===== src/rtl/fetch_queue.sv =====
// Instruction fetch queue: DEPTH-entry circular buffer of {pc, inst} between i-cache and decode.
// Define FETCH_QUEUE_BYPASS_EN to let an instruction reach decode combinationally when the queue is empty.
module fetch_queue #(
  parameter int DEPTH = 4
) (
  input  logic        clk,
  input  logic        rst,
  input  logic        flush,
  input  logic        in_valid,
  input  logic [31:0] in_pc,
  input  logic [31:0] in_inst,
  output logic        in_ready,
  output logic        out_valid,
  output logic [31:0] out_pc,
  output logic [31:0] out_inst,
  input  logic        out_ready,
  output logic [$clog2(DEPTH):0] count
);

  localparam int AW = $clog2(DEPTH);
  localparam int CW = AW + 1;

  logic [31:0]   pc_mem   [DEPTH];
  logic [31:0]   inst_mem [DEPTH];
  logic [AW-1:0] rd_ptr;
  logic [AW-1:0] wr_ptr;
  logic          empty;
  logic          push;
  logic          pop;

  assign empty    = (count == '0);
  assign in_ready = (count != CW'(DEPTH));

  always_comb begin
    out_valid = !empty;
    out_pc    = empty ? 32'd0 : pc_mem[rd_ptr];
    out_inst  = empty ? 32'd0 : inst_mem[rd_ptr];
    push      = in_valid && in_ready && !flush;
    pop       = out_valid && out_ready && !flush && !empty;
`ifdef FETCH_QUEUE_BYPASS_EN
    // An empty queue hands the incoming instruction straight to decode; it is stored only if decode stalls.
    if (empty) begin
      out_valid = in_valid && !flush;
      out_pc    = in_pc;
      out_inst  = in_inst;
      push      = in_valid && !flush && !out_ready;
    end
`endif
  end

  always_ff @(posedge clk) begin
    if (push) begin
      pc_mem[wr_ptr]   <= in_pc;
      inst_mem[wr_ptr] <= in_inst;
    end
  end

  // Pointers wrap naturally because DEPTH is a power of two.
  always_ff @(posedge clk or posedge rst) begin
    if (rst) begin
      rd_ptr <= '0;
      wr_ptr <= '0;
      count  <= '0;
    end else if (flush) begin
      rd_ptr <= '0;
      wr_ptr <= '0;
      count  <= '0;
    end else begin
      if (push) wr_ptr <= wr_ptr + AW'(1);
      if (pop)  rd_ptr <= rd_ptr + AW'(1);
      if (push && !pop)      count <= count + CW'(1);
      else if (pop && !push) count <= count - CW'(1);
    end
  end

endmodule

===== config.mk =====
export PLATFORM = sky130hd
export DESIGN_NAME = fetch_queue
export DESIGN_NICKNAME = d
export VERILOG_FILES = /design/src/rtl/fetch_queue.sv
export SDC_FILE = /design/constraint.sdc
export NUM_CORES = 1
export LEC_CHECK = 0
export ABC_CLOCK_PERIOD_IN_PS = 3300
export CAP_MARGIN = 20
export CORE_MARGIN = 3
export CORE_UTILIZATION = 55
export CTS_CLUSTER_SIZE = 25
export DETAILED_ROUTE_END_ITERATION = 7
export PLACE_DENSITY = 0.83
export SETUP_SLACK_MARGIN = 0.02
export SYNTH_ARGS = -nofsm -noshare
export SYNTH_HDL_FRONTEND = slang
export SYNTH_SLANG_ARGS = --single-unit

===== constraint.sdc =====
create_clock -name clk -period 3.3 [get_ports clk]
set_clock_uncertainty 0.05 [all_clocks]
set_input_delay 0.99 -clock clk [delete_from_list [all_inputs] [get_ports clk]]
set_output_delay 0.99 -clock clk [all_outputs]
set_load 0.1 [all_outputs]

==> metrics.yaml <==
status: "complete, no violations"
ys_warn_count: 0
reg2reg_setup_slack_ps: 530
clock-root-buffer: "clkbuf_16"
die_h_um: 142.3
synth.yosys.seq_area_share_pct: 76.93
final-max-slew-violation-count: 0
cts.sinks: 263
initial_core_util_pct: 56.51
antenna_found_initial: 1
synth-async-reset-ratio_pct: 2.662
cp-end-kind: "output port"
syn_nets: 543
numPortBuffers: 137
min_from: "wr_ptr[1]"
hold_viol: 0
maxCapViolations: 0
via_per_inst: 5.798
min_to: "wr_ptr[1]"
yosys_most_used_dff: "edfxtp_1"
holdCritPathClass: "flop to flop"
worst_slack_ps: 77.67
n_fill_cell: 998
grtUsageTotal_pct: 20.19
n_antenna_cell: 0
cts_max_level: 1
wirelength_mm: 20.26
clockBufferDepth: 3
gp_congestion: 0.7711
dpl.hpwl_mm: 12.38
drive_gt1_share_pct: 31.68
dr.pass1.iters: 4
syn_area_per_cell_um2: 21.79
cp.buffers_inverters: 2
rows: 49
ios: 138
core_area_um2: 18090
cpPeakStageDelay_ps: 530
r2r-end: "count[2]"
place_ws_ps: -32.61
rsz0062_at_grt: "true"
layout.nets: 701
vias: 5062
hold_slack_ps: 574.7
ant_nets: 0
crit_path_start_kind: "flop"
startpoint: "rd_ptr[0]"
reg2regPathDepth: 7
ys_ff_latch: 263
path_max_fanout: 22
die_w_um: 142.3
grt_pass1_vias: 5417
synth_area_um2: 10220
grt_pass1_wl_mm: 31.00
fin_crit_ps: 3222
crit_cells: 4
cp_common_cell: "buf_12"
timing.final.crit_share_pct: 97.65
ys_types: 30
grt_start_max_net_pins: 66
clk_latency_ps: 510
clkSlewWorstSetupHoldPaths_ps: 60
crit_family: "multiplexers"
critPathKind: "flop to output port"
wire_per_inst_um: 23.21
slew_headroom_pct: 65.94
dieArea_um2: 20250
syn_inst: 469
drc: 0
worstPathCellList: "buf_12, mux4_2, and2_2, buf_12"
slowest_stage: "mux4_2"
hold_depth: 2
fmax_mhz: 310.3
worstMarginPinSlew_ps: 509.9
grt-ovfl-total: 0
synth_edf_count: 256
fin_setup_tns_ps: 0
final_common_cell: "edfxtp_1"
layout_common_cells: "edfxtp_1 (256), buf_12 (77), clkdlybuf4s50_1 (68)"
finalSetupViolCount: 0
numCtsBuffers: 25
cp.required_ps: 2260
r2r_start: "count[1]"
worstPathArrival_ps: 2180
drtIter0Drc: 379
cts_tree: "done"
areaGrowthSynthToFinish_pct: 31.57
## flip-flops by register name, summed over array words and instances, names as in the netlist
name,count
inst_mem,128
pc_mem,128
count,3
rd_ptr,2
wr_ptr,2
## worst max path at each step
stage	to	slack [ps]
floorplan	out_inst[0]	80
global placement	count[2]	330
detailed placement	count[2]	-30
CTS	out_pc[0]	30
global route	out_pc[0]	4
finish	out_inst[25]	80
## metal layers
layer  GRT usage, %  share of wire [%]
met1          27.15                 39
met2          35.11                 53
met3          3.394                5.5
met4          5.003                2.3
met5              0              0.044
## stage by stage
step / utilization [%] / cells / instance area, µm²
CTS: 74.30 / 873 / 13440
global route: 74.35 / 873 / 13450
global placement: 70.07 / 827 / 12670
detailed placement: 70.07 / 827 / 12670
finish: 74.35 / 873 / 13450
floorplan: - / 469 / 10240
## synth_stat cells (3+ instances only)
cell / number / area (µm²)
edfxtp_1: 256 / 7687
and2_1: 69 / 431.7
mux4_2: 64 / 1441
buf_2: 13 / 65.06
clkbuf_1: 8 / 30.03
inv_1: 8 / 30.03
dfrtp_1: 7 / 175.2
nor2_1: 7 / 26.28
buf_6: 5 / 56.30
ha_1: 4 / 50.05
o21ai_0: 3 / 15.01
## area by class of cell
type,instances,area [µm²],area share (%)
Tap cell,229,286.5,2.131
Multi-Input combinational cell,172,2198,16.35
Inverter,8,30.03,0.2233
Clock buffer,39,708.2,5.267
Sequential cell,263,7874,58.56
Clock inverter,5,26.28,0.1954
Timing Repair Buffer,157,2323,17.28
## logic make-up after synthesis
family	count (synthesis)	synth area share [%]
simple gates	84	5.007
mux	67	14.41
buf+inv	34	1.775
fa+ha+maj	5	0.6856
flops	263	76.93
xor+xnor	2	0.1714
compound gates	14	1.016
## worst min-delay path, stage by stage (launching register included)
cell and delay [ps]:
dfrtp_1 410, o21ai_0 100, a21oi_1 80
## timing repair
item	4_1_cts	5_1_grt
hold endpoints to repair	0	0
resized for setup	2	3
endpoints found under the setup margin	64	64
hold buffers	0	0
setup buffers	2	0
Power is left out: the tool's default activity adds up to more than one toggle a clock period on the data nets, which glitch-free logic cannot reach.
